[config.mk]
export PLATFORM = sky130hd
export DESIGN_NAME = rgb_led_driver
export DESIGN_NICKNAME = d
export VERILOG_FILES = /design/src/rtl/rgb_led_pkg.sv /design/src/rtl/rgb_led_driver_pwm_gen.sv /design/src/rtl/rgb_led_driver.sv
export SDC_FILE = /design/constraint.sdc
export NUM_CORES = 1
export LEC_CHECK = 0
export BUFFER_PORTS_ARGS = -buffer_cell sky130_fd_sc_hd__clkbuf_2
export CAP_MARGIN = 20
export CORE_MARGIN = 8
export CORE_UTILIZATION = 55
export CTS_CLUSTER_DIAMETER = 60
export CTS_CLUSTER_SIZE = 12
export DETAILED_ROUTE_END_ITERATION = 7
export GPL_TIMING_DRIVEN = 0
export PLACE_DENSITY = 0.75
export SYNTH_ARGS = -nofsm -noshare
export SYNTH_HDL_FRONTEND = slang
export SYNTH_SLANG_ARGS = --single-unit
[constraint.sdc]
create_clock -name clk -period 5.1 [get_ports clk]
set_input_delay 0.255 -clock clk [delete_from_list [all_inputs] [get_ports clk]]
set_output_delay 0.255 -clock clk [all_outputs]
set_load 0.02 [all_outputs]
[src/rtl/rgb_led_pkg.sv]
// Shared definitions for the RGB LED driver: colour codes, FSM states and pin helper.
package rgb_led_pkg;

  typedef enum logic [1:0] {
    IDLE = 2'd0,
    QUAL = 2'd1,
    SHOW = 2'd2
  } state_t;

  // Active-high colour codes, bit order {R,G,B}
  localparam logic [2:0] COL_BLACK   = 3'b000;
  localparam logic [2:0] COL_BLUE    = 3'b001;
  localparam logic [2:0] COL_GREEN   = 3'b010;
  localparam logic [2:0] COL_CYAN    = 3'b011;
  localparam logic [2:0] COL_RED     = 3'b100;
  localparam logic [2:0] COL_MAGENTA = 3'b101;
  localparam logic [2:0] COL_YELLOW  = 3'b110;
  localparam logic [2:0] COL_WHITE   = 3'b111;

  // Common-anode pins: a channel is lit (low) only when its colour bit and the gate are both set
  function automatic logic [2:0] led_pins(input logic [2:0] col, input logic gate);
    return ~(col & {3{gate}});
  endfunction

endpackage

[src/rtl/rgb_led_driver_pwm_gen.sv]
// PWM generator: free-running period counter, duty register reloaded only at period start.
// The wrap strobe is only brought out when RGB_LED_BLINK_EN is defined (blink phase timing).
module pwm_gen #(
  parameter int PWM_W = 8
) (
  input  logic             clk,
  input  logic             rst,
  input  logic [PWM_W-1:0] brightness,
  output logic             pwm_on,
`ifdef RGB_LED_BLINK_EN
  output logic             wrap,
`endif
  output logic [PWM_W-1:0] duty
);

  // Period is 2**PWM_W-1 so that a full-scale duty keeps the output permanently on
  localparam logic [PWM_W-1:0] CNT_MAX = {{(PWM_W-1){1'b1}}, 1'b0};

  logic [PWM_W-1:0] pwm_cnt;
  logic             at_max;

  assign at_max = (pwm_cnt == CNT_MAX);
  assign pwm_on = (pwm_cnt < duty);
`ifdef RGB_LED_BLINK_EN
  assign wrap   = at_max;
`endif

  always_ff @(posedge clk) begin
    if (rst) begin
      pwm_cnt <= '0;
      duty    <= '0;
    end else begin
      pwm_cnt <= at_max ? '0 : pwm_cnt + 1'b1;
      if (pwm_cnt == '0) duty <= brightness;
    end
  end

endmodule

[src/rtl/rgb_led_driver.sv]
// RGB LED driver: stability filter on the classifier code, latched colour, PWM-gated LED pins.
// Optional blink gating is compiled in with RGB_LED_BLINK_EN.
module rgb_led_driver
  import rgb_led_pkg::*;
#(
  parameter int PWM_W         = 8,
  parameter int STABLE_CYCLES = 1000,
  parameter int BLINK_PERIODS = 64
) (
  input  logic             clk,
  input  logic             rst,
  input  logic [2:0]       color_n,
  input  logic             color_valid,
  input  logic [PWM_W-1:0] brightness,
`ifdef RGB_LED_BLINK_EN
  input  logic             blink,
`endif
  output logic             led_r_n,
  output logic             led_g_n,
  output logic             led_b_n,
  output logic [2:0]       color_shown,
  output logic             color_upd
);

  localparam int CW = $clog2(STABLE_CYCLES + 1);
  localparam logic [CW-1:0] CNT_TGT = CW'(STABLE_CYCLES);
  localparam logic [CW-1:0] CNT_ONE = CW'(1);

  state_t       state, state_nxt;
  logic [2:0]   cand, cand_nxt;
  logic [CW-1:0] stab_cnt, cnt_nxt, cnt_inc;
  logic [2:0]   shown_nxt;
  logic         shown_any, any_nxt;
  logic         latch, upd_pend;
  logic [2:0]   col_new;
  logic         pwm_on, led_gate;
  logic [PWM_W-1:0] duty;

  assign col_new = ~color_n;
  assign cnt_inc = (stab_cnt == CNT_TGT) ? stab_cnt : stab_cnt + 1'b1;

  always_comb begin
    state_nxt = state;
    cand_nxt  = cand;
    cnt_nxt   = stab_cnt;
    shown_nxt = color_shown;
    any_nxt   = shown_any;
    latch     = 1'b0;
    if (color_valid) begin
      case (state)
        IDLE: begin
          cand_nxt  = col_new;
          cnt_nxt   = CNT_ONE;
          state_nxt = QUAL;
        end
        QUAL: begin
          // Classifier fell back to what is already displayed: drop the candidate silently
          if (shown_any && col_new == color_shown) begin
            state_nxt = SHOW;
            cnt_nxt   = '0;
          end else if (col_new == cand) begin
            cnt_nxt = cnt_inc;
          end else begin
            cand_nxt = col_new;
            cnt_nxt  = CNT_ONE;
          end
        end
        SHOW: begin
          if (col_new != color_shown) begin
            cand_nxt  = col_new;
            cnt_nxt   = CNT_ONE;
            state_nxt = QUAL;
          end
        end
        default: state_nxt = IDLE;
      endcase
      // Same-edge latch covers STABLE_CYCLES=1 as well as the final qualifying sample
      if (state_nxt == QUAL && cnt_nxt == CNT_TGT) begin
        latch     = 1'b1;
        state_nxt = SHOW;
        shown_nxt = cand_nxt;
        any_nxt   = 1'b1;
      end
    end
  end

  always_ff @(posedge clk) begin
    if (rst) begin
      state       <= IDLE;
      cand        <= COL_BLACK;
      stab_cnt    <= '0;
      color_shown <= COL_BLACK;
      shown_any   <= 1'b0;
      upd_pend    <= 1'b0;
      color_upd   <= 1'b0;
    end else begin
      state       <= state_nxt;
      cand        <= cand_nxt;
      stab_cnt    <= cnt_nxt;
      color_shown <= shown_nxt;
      shown_any   <= any_nxt;
      upd_pend    <= latch;
      color_upd   <= upd_pend;
    end
  end

`ifdef RGB_LED_BLINK_EN
  localparam int PH_W = (BLINK_PERIODS > 1) ? $clog2(BLINK_PERIODS) : 1;
  localparam logic [PH_W-1:0] PH_LAST = PH_W'(BLINK_PERIODS - 1);

  logic            pwm_wrap;
  logic [PH_W-1:0] ph_cnt;
  logic            blink_ph;

  pwm_gen #(.PWM_W(PWM_W)) u_pwm (
    .clk        (clk),
    .rst        (rst),
    .brightness (brightness),
    .pwm_on     (pwm_on),
    .wrap       (pwm_wrap),
    .duty       (duty)
  );

  always_ff @(posedge clk) begin
    if (rst || !blink) begin
      ph_cnt   <= '0;
      blink_ph <= 1'b1;
    end else if (pwm_wrap) begin
      if (ph_cnt == PH_LAST) begin
        ph_cnt   <= '0;
        blink_ph <= ~blink_ph;
      end else begin
        ph_cnt <= ph_cnt + 1'b1;
      end
    end
  end

  assign led_gate = pwm_on & (blink_ph | ~blink);
`else
  pwm_gen #(.PWM_W(PWM_W)) u_pwm (
    .clk        (clk),
    .rst        (rst),
    .brightness (brightness),
    .pwm_on     (pwm_on),
    .duty       (duty)
  );

  assign led_gate = pwm_on;
`endif

  always_ff @(posedge clk) begin
    if (rst) begin
      {led_r_n, led_g_n, led_b_n} <= 3'b111;
    end else begin
      {led_r_n, led_g_n, led_b_n} <= led_pins(color_shown, led_gate);
    end
  end

  logic unused_duty;
  assign unused_duty = ^duty;

endmodule

==> impl_metrics.tcl, run 1 <==
set metrics [dict create \
    drive_gt1_share_pct 15.4 \
    post_cts_buffers 0 \
    cts_tree "built" \
    p_seq_share_pct 53.0 \
    finalNonFillerCells 342 \
    drc 0 \
    place.gp.congestion 0.861 \
    clkPwrFrac_pct 33.3 \
    grt_pass1_wl_um 8220 \
    fin_crit_ns 2.41 \
    cp_data_arrival_time_ns 2.60 \
    synth_top_area_share_pct 34.4 \
    status "completed" \
    finalHoldViolCount 0 \
    final_antenna_net_count 0 \
    switching_power_uw 173 \
    grt_pass1_vias 1751 \
    synth_seq_cells 40 \
    fin_worst_skew_ns 0.00644 \
    area_growth_pct 10.3 \
    placed_cells 334 \
    nNetsFinal 317 \
    max-vdd-ir-drop_uv 250 \
    dp_hpwl_um 3620 \
    critPathMaxFanout 7 \
    p_leak_uw 0.00117 \
    drt-pass1-iter-count 4 \
    p_int_uw 456 \
    synth_ff_type "dfxtp_1" \
    clock_path_buffers 2 \
    cts_root_buf "clkbuf_8" \
    start_util_pct 57.7 \
    cts_hold_buf 0 \
    synth_edf_count 0 \
    critPathSlowestCell "dfxtp_1" \
    rsz0062_at_grt "no" \
    die_area_um2 6560 \
    die_y_um 81.0 \
    async_reset_ff_share_pct 0 \
    synthTopCellsByArea "dfxtp_1 34%, ha_1 6.5%, nor2_1 6.5%" \
    fp-row-count 23 \
    max_freq_ghz 0.416 \
    synth_nets 292 \
    fin_crit_sh_pct 47.2 \
    critPathLaunchType "flip-flop" \
    path_class "flip-flop to flip-flop" \
    mappedNetlistArea_um2 2320 \
    ios 21 \
    avgRoutedWirePerCell_um 14.4 \
    yosysUniqueCellTypes 52 \
    ys_warn_count 0 \
    fin_setup_tns_ns 0 \
    viasPerCell 5.63 \
    clk_pin_slew_ns 0.08 \
    cts_buffers 5 \
    io_buffer_count 18 \
    drt_iter0_drc 120 \
    via_count 1927 \
    worstHoldPathType "primary input to flip-flop" \
    synth_cells 266 \
    post-route-util_pct 63.7 \
    cp.required_ns 5.29 \
    h-tree-depth 2 \
    crit_chain "ha_1 > nand4_1 > nor2_1 > xnor2_1 > o41ai_4 > nand4_2 > a41o_1" \
    setup_viol 0 \
    drv_cap 0 \
    antenna_found_initial 0 \
    yosysTopAreaCell "dfxtp_1" \
    routed_wl_um 4930 \
    diodes 0 \
    grtUsageTotal_pct 15.6 \
    cp.buffers_inverters 0 \
    mostFrequentLayoutCells "40 x nor2_1, 40 x dfxtp_1, 18 x inv_1, 18 x clkbuf_2, 15 x a21oi_1" \
    insertion_delay_ns 0.29 \
    endpoint_kind "flip-flop" \
    slew_violations 0 \
    ctsResizeCount 0 \
    critical_path.top_delay_family "compound AO/OA/AOI/OAI gates" \
    grt_max_degree 14 \
    p_comb_share_pct 13.8 \
    power.density_nw_per_um2 246 \
    worstMarginPinSlew_ns 0.631 \
    chipWidth_um 81.0 \
    fillers 370 \
    avgSynthCellArea_um2 8.74 \
    overflow 0 \
    multiInputGateArea_um2 1380 \
    p_sw_share_pct 27.5 \
    core-area_um2 4030 \
    synth_seq_area_share_pct 34.4 \
    max_slew_margin_pct 57.9 \
    regArea_um2 801 \
    clock_sinks 40 \
    critPathMaxStageDelay_ns 0.49 \
]
==> routing by layer <==
layer	vias to the layer above	routed length, µm	track usage, %
met5	-	0	0
met4	0	62	5.18
met3	9	286	3.53
met2	48	2220	24.5
met1	881	2360	20.8
li1	989	-	-
==> through the flow <==
| step | hold WS, ns | power, µW | setup WS [ns] | cell area [µm²] |
|---|---|---|---|---|
| CTS | 0.193 | 634 | 2.72 | 2560 |
| global route | 0.189 | 666 | 2.54 | 2560 |
| detailed placement | 0.433 | 426 | 2.75 | 2480 |
| floorplan | 0.399 | 403 | 3.01 | 2320 |
| global placement | 0.418 | 424 | 2.77 | 2480 |
| finish | 0.197 | 630 | 2.69 | 2560 |
==> area by class of cell <==
type	instances	area share (%)
plain buffers	13	2.83
clock buffers	5	2.68
clock inverters	3	0.732
inverters	18	2.63
multi-input cells	195	54.0
flip-flops and latches	40	31.2
well taps	50	2.44
repair buffers	18	3.51
==> worst min-delay path: stages <==
cell	delay, ns
clkbuf_2	0.08
mux2i_1	0.05
nor2_1	0.07
==> logic make-up (layout without fill, tap and decap cells) <==
logic type	count (synthesis)	in the layout	share of synthesized area [%]
AND/OR/NAND/NOR	102	102	24.1
AO/OA/AOI/OAI	51	51	16.6
flip-flops	40	40	34.4
buffers and inverters	31	57	6.03
XOR/XNOR	15	15	5.65
multiplexers	15	15	6.73
adder cells (fa/ha/maj)	12	12	6.46
==> state kept, by name, summed over array words and instances, names as in the netlist <==
name and count:
cand 3, state 2, color_upd 1, color_shown 3, led_b_n 1, stab_cnt 10
upd_pend 1, shown_any 1, u_pwm.duty 8, u_pwm.pwm_cnt 8, led_g_n 1, led_r_n 1
==> power groups by stage <==
stage / Clock, µW / Combinational [µW] / Sequential (µW)
2_1_floorplan: 0 / 64.8 / 339
3_3_place_gp: 0 / 83.2 / 341
3_5_place_dp: 0 / 85.3 / 341
4_1_cts: 213 / 86.9 / 334
5_1_grt: 232 / 98.1 / 336
6_report: 210 / 86.7 / 334
==> worst paths after layout <==
check / cells after the start / end / start / slack, ns
worst max-delay path: 7 / state[0] / stab_cnt[1] / 2.69
worst min-delay path: 3 / u_pwm.duty[7] / brightness[7] / 0.20
worst max register to register: 7 / state[0] / stab_cnt[1] / 2.69
worst min register to register: 1 / color_upd / upd_pend / 0.45
==> Yosys cell counts (2+ instances only) <==
| master | n |
|---|---|
| dfxtp_1 | 40 |
| nor2_1 | 40 |
| inv_1 | 18 |
| a21oi_1 | 15 |
| nand2_1 | 14 |
| mux2i_1 | 13 |
| ha_1 | 12 |
| xor2_1 | 11 |
| nand3_1 | 9 |
| o211ai_1 | 8 |
| clkbuf_1 | 7 |
| o21ai_0 | 6 |
| and3_1 | 4 |
| buf_4 | 4 |
| nand4_1 | 4 |
| nor3_1 | 4 |
| xnor2_1 | 4 |
| a211o_1 | 3 |
| a21o_1 | 3 |
| nand2b_1 | 3 |
| nand4_2 | 3 |
| nor2b_1 | 3 |
| or4_1 | 3 |
| a211oi_1 | 2 |
| a2bb2oi_1 | 2 |
| a41o_1 | 2 |
| and2_1 | 2 |
| nand4b_1 | 2 |
| or3_1 | 2 |
No activity file was read; power rests on OpenSTA's default activity.
==> run 2: changes to the inputs <==
--- a/config.mk
+++ b/config.mk
@@ -8,7 +8,7 @@
 export BUFFER_PORTS_ARGS = -buffer_cell sky130_fd_sc_hd__clkbuf_2
 export CAP_MARGIN = 20
 export CORE_MARGIN = 8
-export CORE_UTILIZATION = 55
+export CORE_UTILIZATION = 53
 export CTS_CLUSTER_DIAMETER = 60
 export CTS_CLUSTER_SIZE = 12
 export DETAILED_ROUTE_END_ITERATION = 7
==> constraint.sdc (replaced) <==
create_clock -name clk -period 2 [get_ports clk]
set_input_delay 0.1 -clock clk [delete_from_list [all_inputs] [get_ports clk]]
set_output_delay 0.1 -clock clk [all_outputs]
set_load 0.02 [all_outputs]
==> run 2 against run 1 <==
Effect of this change:
- critical path depth is the same
- the flow now finishes with violations (negative setup slack)
- count of clock-buffer cells in the layout rose by 1
- hold slack got worse by 0.16 ns
==> impl_metrics.tcl, run 2 (same netlist as run 1, synthesis figures left out) <==
set metrics [dict create \
    rsz0062_at_grt "yes" \
    chipWidth_um 82.2 \
    core-area_um2 4290 \
    dp_hpwl_um 3510 \
    crit_chain "ha_4 > and4_4 > a22oi_2 > a2111o_1 > nor3_4 > nand4_2 > a311oi_2" \
    fin_worst_skew_ns 0.0108 \
    largest_reg_flops 10 \
    cp.required_ns 2.20 \
    timing.final.ws_setup_ns -0.0958 \
    top_register "stab_cnt" \
    diodes 0 \
    ios 21 \
    clock_path_buffers 2 \
    setup_viol 6 \
    dr_wl_met2_um 2710 \
    fin_area_um2 2970 \
    drc 0 \
    worstMarginPinSlew_ns 0.636 \
    cts_root_buf "clkbuf_8" \
    routed_wl_um 5540 \
    slew_violations 0 \
    power.density_nw_per_um2 546 \
    dp_slack_ns -0.178 \
    fin_setup_tns_ns -0.472 \
    clk_pin_slew_ns 0.08 \
    critPathLaunchType "flip-flop" \
    grt_pass1_vias 1976 \
    mostFrequentLayoutCells "38 x nor2_1, 25 x dfxtp_1, 23 x buf_4" \
    h-tree-depth 2 \
    wl_met1_um 2500 \
    fin_crit_sh_pct 105 \
    finalHoldViolCount 0 \
    status "finished, violations left" \
    io_buffer_count 18 \
    post-route-util_pct 69.1 \
    fin_crit_ns 2.10 \
    path_class "flip-flop to flip-flop" \
    worstHoldPathType "primary input to flip-flop" \
    endpoint_kind "flip-flop" \
    top_regs "stab_cnt (10), u_pwm.duty (8), u_pwm.pwm_cnt (8)" \
    cts_buffers 5 \
    violations "negative setup slack" \
    critPathMaxStageDelay_ns 0.47 \
    place_area_um2 2500 \
    max_slew_margin_pct 57.6 \
    top_layer "met4" \
    insertion_delay_ns 0.29 \
    cts_hold_buf 0 \
    cts_tree "built" \
    p_leak_uw 0.00132 \
    wl_met3_um 276 \
    critPathMaxFanout 5 \
    cp.buffers_inverters 0 \
    viasPerCell 5.69 \
    die_area_um2 6760 \
    grt_max_degree 12 \
    die_y_um 82.2 \
    overflow 0 \
    antenna_found_initial 0 \
    avgRoutedWirePerCell_um 15.1 \
    final_common_cell "nor2_1" \
    drv_cap 0 \
    final_antenna_net_count 0 \
    cp_data_arrival_time_ns 2.30 \
    place.gp.congestion 0.826 \
    critPathSlowestCell "a2111o_1" \
    grtUsageTotal_pct 16.9 \
    grt_pass1_wl_um 9040 \
    nNetsFinal 340 \
    fp-row-count 24 \
    via_count 2082 \
    start_util_pct 54.1 \
    max_freq_ghz 0.477 \
    drive_gt1_share_pct 33.4 \
    area_growth_pct 27.7 \
    drt-pass1-iter-count 4 \
    clock_sinks 40 \
    holdWs_ns 0.0393 \
    max-vdd-ir-drop_uv 516 \
    drt_iter0_drc 124 \
    critical_path.top_delay_family "compound AO/OA/AOI/OAI gates" \
]
==> run 2: cell types whose count changed in the layout (fill, tap and decap cells not counted), moves of 3 or more <==
| cell | change |
|---|---|
| buf_4 | +19 |
| dfxtp_1 | -15 |
| dfxtp_2 | +11 |
| buf_6 | +5 |
| dfxtp_4 | +4 |
| inv_1 | -4 |
| xor2_1 | -3 |
==> run 2: what timing repair did <==
action                     4_1_cts  5_1_grt
setup endpoints to repair        7       12
gates resized for setup         33       21
pin swaps                       15       21
setup buffers                   12       13
==> run 2: worst register-to-register path, stage by stage, from the launching register on <==
cell and delay [ns]:
dfxtp_4 0.41, ha_4 0.19, and4_4 0.24, a22oi_2 0.07, a2111o_1 0.47, nor3_4 0.21
nand4_2 0.14, a311oi_2 0.27
==> run 2: power breakdown <==
part | leakage [µW] | internal (µW) | switching (µW)
Combinational | 0.000943 | 114 | 136
Clock | 0.0000410 | 238 | 280
Sequential | 0.000334 | 824 | 28.2
==> run 2: per-stage QoR <==
step,instances,power (µW)
5_1_grt,366,1700
2_1_floorplan,266,1030
3_5_place_dp,336,1090
4_1_cts,353,1610
3_3_place_gp,336,1080
6_report,366,1620
==> run 2: worst paths after layout <==
check           startpoint       endpoint  slack [ns]  cells after the start
max            stab_cnt[1]       state[1]        -0.1                      7
min          brightness[3]  u_pwm.duty[3]        0.04                      3
max reg2reg    stab_cnt[1]       state[1]        -0.1                      7
min reg2reg       upd_pend      color_upd        0.47                      1
==> run 2: cell type report <==
cell class | instances | area [µm²]
tap | 52 | 65.1
multi-input combinational | 195 | 1550
clock buffer | 6 | 72.6
timing repair buffer | 43 | 294
buffer | 11 | 78.8
sequential | 40 | 830
clock inverter | 1 | 5.00
fill | 333 | 1330
inverter | 18 | 72.6
==> run 2: layer usage <==
| metal | vias up | global-route usage, % |
|---|---|---|
| met5 | - | 0 |
| met4 | 0 | 6.49 |
| met3 | 6 | 4.11 |
| met2 | 62 | 27.3 |
| met1 | 983 | 21.2 |
| li1 | 1031 | - |
